## config.mk

```make
export PLATFORM = sky130hd
export DESIGN_NAME = management_arbiter
export DESIGN_NICKNAME = d
export VERILOG_FILES = /design/src/rtl/management_arbiter.sv
export SDC_FILE = /design/constraint.sdc
export NUM_CORES = 1
export LEC_CHECK = 0
export CAP_MARGIN = 20
export CORE_UTILIZATION = 30
export CTS_CLUSTER_DIAMETER = 30
export DETAILED_ROUTE_END_ITERATION = 16
export PLACE_DENSITY = 0.73
export RECOVER_POWER = 25
export SYNTH_ARGS = -nofsm -noshare
export SYNTH_HDL_FRONTEND = slang
export SYNTH_SLANG_ARGS = --single-unit
export TNS_END_PERCENT = 100
```

## constraint.sdc

```tcl
create_clock -name clk -period 2.8 [get_ports clk]
set_clock_uncertainty 0.1 [all_clocks]
set_input_delay 0.56 -clock clk [delete_from_list [all_inputs] [get_ports clk]]
set_output_delay 0.56 -clock clk [all_outputs]
set_load 0.05 [all_outputs]
```

## src/rtl/management_arbiter.sv

```systemverilog
// Two-port arbiter sharing the core management port between the JTAG debug
// controller and the host bus bridge, with a stall timeout on the core side.
module management_arbiter #(
  parameter int unsigned TIMEOUT_CYCLES = 255,
  parameter int unsigned FIXED_PRIORITY = 0
) (
  input  logic        clk,
  input  logic        rst_n,
  input  logic        jtag_request,
  input  logic        jtag_writeEnable,
  input  logic [3:0]  jtag_byteSelect,
  input  logic [19:0] jtag_address,
  input  logic [31:0] jtag_writeData,
  output logic [31:0] jtag_readData,
  output logic        jtag_ack,
  output logic        jtag_error,
  input  logic        host_request,
  input  logic        host_writeEnable,
  input  logic [3:0]  host_byteSelect,
  input  logic [19:0] host_address,
  input  logic [31:0] host_writeData,
  output logic [31:0] host_readData,
  output logic        host_ack,
  output logic        host_error,
  output logic        core_enable,
  output logic        core_writeEnable,
  output logic [3:0]  core_byteSelect,
  output logic [19:0] core_address,
  output logic [31:0] core_writeData,
  input  logic [31:0] core_readData,
  input  logic        core_ready,
  output logic [1:0]  probe_grant
);

  typedef enum logic [1:0] {IDLE, ISSUE, RESPOND} stateT;

  localparam logic [15:0] LAST_COUNT = 16'(TIMEOUT_CYCLES - 1);

  stateT       state, stateNext;
  logic        owner, ownerNext;
  logic        lastGrant, lastGrantNext;
  logic [15:0] count, countNext;
  logic        latchWe, latchWeNext;
  logic [3:0]  latchBs, latchBsNext;
  logic [19:0] latchAddr, latchAddrNext;
  logic [31:0] latchWd, latchWdNext;
  logic [31:0] capData, capDataNext;
  logic        capError, capErrorNext;
  logic        grantHost;
  logic        issueActive;
  logic        respondActive;

  // Owner and lastGrant encode the port as 0 = jtag, 1 = host.
  always_ff @(posedge clk or negedge rst_n) begin
    if (!rst_n) begin
      state     <= IDLE;
      owner     <= 1'b0;
      lastGrant <= 1'b1;
      count     <= '0;
      latchWe   <= 1'b0;
      latchBs   <= '0;
      latchAddr <= '0;
      latchWd   <= '0;
      capData   <= '0;
      capError  <= 1'b0;
    end else begin
      state     <= stateNext;
      owner     <= ownerNext;
      lastGrant <= lastGrantNext;
      count     <= countNext;
      latchWe   <= latchWeNext;
      latchBs   <= latchBsNext;
      latchAddr <= latchAddrNext;
      latchWd   <= latchWdNext;
      capData   <= capDataNext;
      capError  <= capErrorNext;
    end
  end

  always_comb begin
    grantHost = host_request;
    if (jtag_request && host_request) begin
      grantHost = (FIXED_PRIORITY != 0) ? 1'b0 : !lastGrant;
    end
  end

  always_comb begin
    stateNext     = state;
    ownerNext     = owner;
    lastGrantNext = lastGrant;
    countNext     = count;
    latchWeNext   = latchWe;
    latchBsNext   = latchBs;
    latchAddrNext = latchAddr;
    latchWdNext   = latchWd;
    capDataNext   = capData;
    capErrorNext  = capError;
    case (state)
      IDLE: begin
        if (jtag_request || host_request) begin
          ownerNext     = grantHost;
          countNext     = '0;
          latchWeNext   = grantHost ? host_writeEnable : jtag_writeEnable;
          latchBsNext   = grantHost ? host_byteSelect  : jtag_byteSelect;
          latchAddrNext = grantHost ? host_address     : jtag_address;
          latchWdNext   = grantHost ? host_writeData   : jtag_writeData;
          stateNext     = ISSUE;
        end
      end
      // Ready has priority over the terminal count so a late completion still succeeds.
      ISSUE: begin
        if (core_ready) begin
          capDataNext  = latchWe ? 32'h0 : core_readData;
          capErrorNext = 1'b0;
          stateNext    = RESPOND;
        end else if (count == LAST_COUNT) begin
          capDataNext  = 32'hFFFF_FFFF;
          capErrorNext = 1'b1;
          stateNext    = RESPOND;
        end else begin
          countNext = count + 16'd1;
        end
      end
      RESPOND: begin
        lastGrantNext = owner;
        stateNext     = IDLE;
      end
      default: stateNext = IDLE;
    endcase
  end

  // Outputs decode from registered state only, so reset clears them without a clock.
  always_comb begin
    issueActive      = (state == ISSUE);
    respondActive    = (state == RESPOND);
    core_enable      = issueActive;
    core_writeEnable = issueActive && latchWe;
    core_byteSelect  = issueActive ? latchBs : 4'h0;
    core_address     = issueActive ? latchAddr : 20'h0;
    core_writeData   = (issueActive && latchWe) ? latchWd : 32'h0;
    probe_grant      = 2'b00;
    if (issueActive || respondActive) begin
      probe_grant = owner ? 2'b10 : 2'b01;
    end
    jtag_ack      = respondActive && !owner;
    host_ack      = respondActive && owner;
    jtag_readData = jtag_ack ? capData : 32'h0;
    host_readData = host_ack ? capData : 32'h0;
    jtag_error    = jtag_ack && capError;
    host_error    = host_ack && capError;
  end

endmodule

```

Word-level counts from Yosys, hierarchy flattened --
Cells that the tools add are included.
Cells by class: mux-type cells 25, add/sub/neg operators 1, reduce and logical (&&, ||, !) cells 17, equality and inequality tests 7
Operators by type and width (number):
- $mux 32 | 7
- $mux 16 | 3
- $mux 20 | 2
- $pmux 16 s2 | 1
- $add 16x1->16 const B | 1
- $eq 16x8->1 const B | 1
- $mux 2 | 5
- $mux 4 | 2
- $logic_and 1x1->1 | 6
- $ne 2x2->1 const B | 3
- $reduce_and 2->1 | 3
- $mux 1 | 4
- $pmux 2 s2 | 1
- $reduce_and 4->1 | 1
- $reduce_bool 2->1 | 2
- $ne 3x1->1 const B | 1
- $eq 2x1->1 const B | 1
- $eq 2x2->1 const B | 1
- $logic_not 1->1 | 2
- $logic_not 2->1 | 1
- $logic_or 1x1->1 | 2
Word-level totals: output and inout port bits 128, word-level logic and storage cells 60, input port bits 151, flip-flop bits (word level) 110

Logic depth before layout (Yosys ltp) --
Gate-level depths: netlist of the first run.
word-level depth 4, mapped depth 7, depth with buffers taken out 6

Worst setup path after synthesis of the first run --
Ideal clock, no wire load.
path type reg2out, start register state[1], end output core_writeData[27], data arrival time 2.295 ns, slack -0.155 ns, required time 2.140 ns, stages on the path, launching flop included 7, buffers on the path 3, path through dfrtp_1 inv_1 ha_1 clkbuf_1 clkbuf_1 clkbuf_1 and3_1
On the way: word-level cells in the longest chain between the ends 3
Ends and longest elaborated chain:
- from (decl) | RTL line 39 | stateT state, stateNext;
- from (signal assigned) | RTL line 67 | state <= stateNext;
- $eq 2x1->1 | RTL line 134 | issueActive = (state == ISSUE);
- named net core_enable | RTL line 25 | output logic core_enable,
- $logic_and 1x1->1 | RTL line 140 | core_writeData = (issueActive && latchWe) ? latchWd : 32'h0;
- $mux 32 | RTL line 140
- to (decl) | RTL line 29 | output logic [31:0] core_writeData,
The timed path passes the listed nets, and every way through them passes these cells.

Worst setup path after layout of the first run --
start register state[1], end output core_writeData[15]
On the way: word-level cells in the longest chain between the ends 3
Ends and longest elaborated chain (RTL line):
- $eq 2x1->1 | 134
- $logic_and 1x1->1 | 140
- $mux 32 | 140
No other way between the ends.

==> run metrics, run 1 <==
share of cells above drive strength 1 0.196; number of remaining DRC errors 0; hold path start latchWd[1]; most frequent cells in the layout 149 x clkdlybuf4s50_1, 133 x buf_12, 108 x dfrtp_1; Gate power share 0.614; commonest non-fill, non-tap cell in the layout clkdlybuf4s50_1; number of synthesized flops with an enable pin 0; CP Launch Type register; met2 Use GR 0.313; Global Route Usage Sum 0.186; clk buf depth 2; PortBufs between 200 and 300; P per Cell Area ~930 nW/um2; Rel. slew slack 0.312; WL final around 19000 um; clock-pin slew on the worst setup and hold paths approximately 0.080 ns; unique cell type count in the Yosys netlist 42; Remaining Overflow, GRT 0; Core Region between 20000 and 25000 um2; worst r2r src count[14]; final hold vios 0; maxcap violations 0; diodes inserted 0; largest net degree at the start of global routing 80; number of global-route vias before repair between 5k and 6k; Pwr Total slightly above 10 mW; Seq/Total Area, Yosys 0.438; Final Max Tran Viols 0; Final period util 0.899; Max Fclk 397 MHz; Switching Fraction 0.443; CTS sink cnt 110; Cell Int Power between 5 and 6 mW; Synth area leaders dfrtp_1 43%, mux2i_1 9.1%, o21ai_0 7.2%; Critical path origin state[1]; Mapped Area around 6300 um2; Die Span Y approximately 150 um; crit-path max FO 79; Nets 1094; VDD IR-drop max roughly 380 uV; Mapped Cells slightly below 700; synth warn 0; Final ANT Viol Nets 0; Synth top area share 0.433; Setup TNS 0 ns; Leakage roughly 5 nW; WP data arrival 1.86 ns; detailed-route via count 5835; Final Wtd Congestion 0.831; Most used DFF post-synth dfrtp_1; GRT met3 Usage 0.0484; global routing usage on met1 0.225; WHS Endpoint latchWd[1]; die width roughly 150 um; worst-skew pair later-pin latency approximately 0.36 ns; R2R depth 4; Fillers approximately 1.8k; TritonCTS Buffers 9; H-Tree Depth 3; Yosys reg bits 110; R2R setup slack approximately 0.42 ns; Syn Nets around 840; RSZ-0062 raised after global routing false; Avg Inst Size Synth 9.28 um2; CTS Root Cell clkbuf_16; worst hold path type register to register; Final setup viols 0; antenna violations before repair 0; number of hold buffers added after cts 1; Hold Path Stages 2; Die Area 21600 um2; Psw around 4.5 mW; minimum clock period after layout ~2.5 ns; violation count after the first detailed-route iteration 210; post-DP HPWL roughly 15000 um; 1st-pass router iterations 4; drt wl/cell about 16 um; CTS tree yes; worst path required time ~2.1 ns; crit end category output pin; Placement Rows 52; Ports about 280; clock share of power 0.119; Flop pwr share 0.266; multi-input combinational cell area between 3000 and 4000 um2; FF/Latch Area around 2800 um2; ys async rst share 1.00; setup bufs post-CTS 0; Initial Utilization 0.308; worst slew pin tran 1.03 ns; critical path class register to output pin; Layout area overhead 74.9%; Yosys top cell by area dfrtp_1; status finished clean; via/cell ratio a little under 5; capturing point of the worst reg2reg path state[0]; post-cts sizing count 0; first-pass GRT wire length ~32000 um; GRT Max-Usage Layer met2
==> Yosys cell counts, types with 2 or more instances <==
library cell    n
o211ai_1        9
buf_1           2
mux2_2          2
and3_1         67
buf_6           3
nor3_1          3
nor2b_1         3
nand4b_1        2
ha_1            7
buf_2           4
inv_1          38
nand2b_1        2
nand3_1        22
or4_4           2
mux2i_1        57
dfrtp_1       109
and2_1         61
clkbuf_1       45
o21ai_0        90
nand2_1        77
mux2_1         34
or4_1          10
nand4_1         5
or3_1           6
==> layer usage <==
| metal | wire length (um) | vias to the layer above |
|---|---|---|
| met5 | 0 | - |
| met3 | 1230 | 30 |
| li1 | - | 2850 |
| met1 | 7800 | 2769 |
| met2 | 9650 | 186 |
| met4 | 517 | 0 |
==> layout make-up <==
| cell class | instances | share of cell area |
|---|---|---|
| Multi-Input combinational cell | 476 | 0.291 |
| Inverter | 38 | 0.0130 |
| Timing Repair Buffer | 301 | 0.390 |
| Clock inverter | 6 | 0.00409 |
| Tap cell | 270 | 0.0307 |
| Clock buffer | 9 | 0.0205 |
| Sequential cell | 110 | 0.250 |
==> critical path, stage by stage (launching register included) <==
cell     delay (ns)
dfrtp_1        0.40
inv_1          0.13
ha_2           0.21
buf_12         0.28
and3_1         0.27
buf_12         0.15
==> metrics by stage <==
step	area (um2)	worst slack, ns	hold WS, ns	utilization	cells
2_1_floorplan	6300	0.0304	0.164	-	678
3_3_place_gp	10800	0.295	0.309	0.526	1194
3_5_place_dp	10800	0.293	0.310	0.526	1194
4_1_cts	11000	0.255	0.378	0.540	1210
5_1_grt	11000	0.167	0.399	0.539	1210
6_report	11000	0.284	0.372	0.539	1210
==> cell families (layout without fill, tap and decap cells) <==
kind of cell	Yosys count	in the layout	synth area share
flip-flops	110	110	0.438
adder cells (fa/ha/maj)	7	7	0.0139
buffers and inverters	92	354	0.0592
AND/OR/NAND/NOR	266	266	0.237
AO/OA/AOI/OAI	110	110	0.0976
multiplexers	93	93	0.155
==> power by group through the flow <==
stage	clock network [mW]	registers, mW	logic (mW)
6_report	1.22	2.72	6.28
5_1_grt	1.32	2.84	6.67
4_1_cts	1.26	2.74	6.37
3_5_place_dp	0	2.77	6.36
3_3_place_gp	0	2.72	6.26
2_1_floorplan	0	2.55	3.45
==> flip-flops by register name, summed over array words and instances (netlist names), 2 cells and up <==
name       cells
count         16
latchBs        4
latchWd       32
state          2
capData       32
latchAddr     20
==> how the worst max path moves through the flow <==
| stage | end | slack (ns) | cells after the start |
|---|---|---|---|
| 6_report | core_writeData[15] | 0.28 | 5 |
| 5_1_grt | jtag_readData[8] | 0.17 | 6 |
| 4_1_cts | jtag_readData[11] | 0.26 | 6 |
| 3_5_place_dp | count[6] | 0.29 | 5 |
| 3_3_place_gp | count[3] | 0.30 | 5 |
| 2_1_floorplan | core_writeData[1] | 0.03 | 6 |
No activity file was read; power rests on OpenSTA's default activity.
==> run 2: changes to the inputs <==
- HOLD_SLACK_MARGIN: default -> 0.06
==> results of run 2 <==
No change in the layout: final DEF, timing and power equal those of run 1.
==> run 3: changes to the inputs <==
- CORE_ASPECT_RATIO: default -> 0.5
==> run 3 against run 2 <==
  * The run now ends with design-rule violations left
  * Setup slack lost 0.13 ns
  * Largest power group unchanged
  * Non-clock buffer count did not move
  * Design area grew 0.71%
  * Cell count is 0.33% higher
  * Sequential cell count unchanged
  * First-iteration DRC count up 77%
  * Highest routed layer unchanged
  * Utilization about the same
==> run metrics, run 3 (same netlist as run 1, synthesis figures left out) <==
post-DP HPWL 15100 um (+3.3%); detailed-route via count 5783 (-0.89%); placed instance area 10800 um2 (about the same); RSZ-0062 raised after global routing false; fin util 0.539 (about the same); Final period util 0.944 (+0.0453); Initial Utilization 0.306 (-0.00188); worst hold path type input pin to asynchronous set/reset pin; VDD IR-drop max 505 uV (+33%); Final ANT Viol Nets 0 (unchanged); final hold vios 0 (unchanged); Max Fclk 378 MHz (-4.8%); failing checks design-rule violations; drt wl/cell 16.4 um (+3.2%); WP data arrival 1.98 ns (+0.12 ns); final worst slack 0.157 ns (-0.127 ns); via/cell ratio 4.76 (-1.2%); Leakage 4.96 nW (+0.76%); number of remaining DRC errors 6 (+6); fin cells 1214 (+0.33%); diodes inserted 0 (unchanged); TritonCTS Buffers 9 (unchanged); 1st-pass router iterations 10 (+6); worst-skew pair later-pin latency 0.36 ns (about the same); violation count after the first detailed-route iteration 372 (+77%); worst slew pin tran 1.11 ns (+0.0744 ns); Global Route Usage Sum 0.187 (+0.00120); crit-path max FO 38 (-52%); critical path class register to output pin; Placement Rows 37 (-29%); Remaining Overflow, GRT 0 (unchanged); pre-CTS setup slack 0.324 ns (+0.0307 ns); largest net degree at the start of global routing 54 (-33%); commonest non-fill, non-tap cell in the layout clkdlybuf4s50_1; R2R depth 4 (unchanged); Layout area overhead 76.1%; CP Launch Type register; P per Cell Area 949 nW/um2 (+2.3%); CTS tree yes; placed cell count 1198 (+0.34%); Setup TNS 0 ns (unchanged); first-pass GRT wire length 31600 um (-0.67%); Nets 1094 (unchanged); Final Max Tran Viols 0 (unchanged); Ports 279 (unchanged); crit end category output pin; Final Wtd Congestion 0.873 (+5.0%); Die Area 21600 um2 (+0.16%); number of hold buffers added after cts 0 (-1); Final setup viols 0 (unchanged); H-Tree Depth 3 (unchanged); Rel. slew slack 0.262 (-0.0496); biggest regs capData: 32 flops, latchWd: 32 flops, latchAddr: 20 flops; Pwr Total 10.5 mW (+3.0%); WL final 19900 um (+3.6%); most frequent cells in the layout 149 x clkdlybuf4s50_1, 133 x buf_12, 108 x dfrtp_1; FF/Latch Area 2760 um2 (unchanged); share of cells above drive strength 1 0.197 (+0.000855); worst path required time 2.14 ns (about the same); number of global-route vias before repair 5701 (-3.4%); PortBufs 278 (unchanged); Die Span Y 104 um (-29%); setup bufs post-CTS 0 (unchanged); clk buf depth 2 (unchanged); minimum clock period after layout 2.64 ns (+0.127 ns); Core Region 20600 um2 (+0.61%); clock-pin slew on the worst setup and hold paths 0.08 ns (about the same); maxcap violations 0 (unchanged); CTS Root Cell clkbuf_16; CTS sink cnt 110 (unchanged); status complete, but fails checks; cell area after layout 11100 um2 (+0.71%); multi-input combinational cell area 3210 um2 (about the same); Fillers 1760 (-2.7%); final hold slack 0.312 ns (-0.0600 ns); die width 207 um (+41%); antenna violations before repair 0 (unchanged)
run 3: cell types whose count changed in the layout (fill, tap and decap cells not counted), sizes merged:
cell / change
clkinv: -2
dlygate4sd3: -1
clkinvlp: +1
buf: -1
dlymetal6s2s: +1
inv: -1
clkbuf: +1
bufinv: +3
run 3: per-layer routing:
metal,track usage,share of wire
met5,0,0
met4,0.0448,0.017
met3,0.0313,0.030
met2,0.347,0.55
met1,0.221,0.40
run 3: layout make-up:
cell class,instances,share of cell area
inverter,38,0.0129
clock buffer,9,0.0203
sequential,110,0.249
tap,273,0.0308
clock inverter,7,0.0108
multi-input combinational,476,0.289
timing repair buffer,301,0.387
run 3: final timing paths:
path / slack [ns] / start / endpoint
min in group clk: 0.38 / latchWd[6] / latchWd[6]
worst min register to register: 0.38 / latchWd[6] / latchWd[6]
worst max register to register: 0.42 / count[14] / state[0]
worst min-delay path: 0.31 / rst_n / count[4]
max in group asynchronous: 0.94 / rst_n / latchWe
worst max-delay path: 0.16 / state[1] / core_writeData[16]
run 3: where the power goes:
group / leakage [nW] / internal [mW] / switching [mW]
clock network: 0.166 / 0.879 / 0.608
registers: 1.33 / 2.27 / 0.442
logic: 3.46 / 2.81 / 3.50
total: 4.96 / 5.96 / 4.55
run 3: worst max-delay path: stages (launching register included):
cell and delay [ns]:
dfrtp_1 0.40, inv_1 0.12, ha_2 0.44, buf_12 0.25, and3_1 0.24, buf_12 0.15
run 3: repair_timing:
item / 4_1_cts / 5_1_grt
resized for setup: 0 / 1
setup endpoints to repair: 0 / 1
hold endpoints to repair: 0 / 0
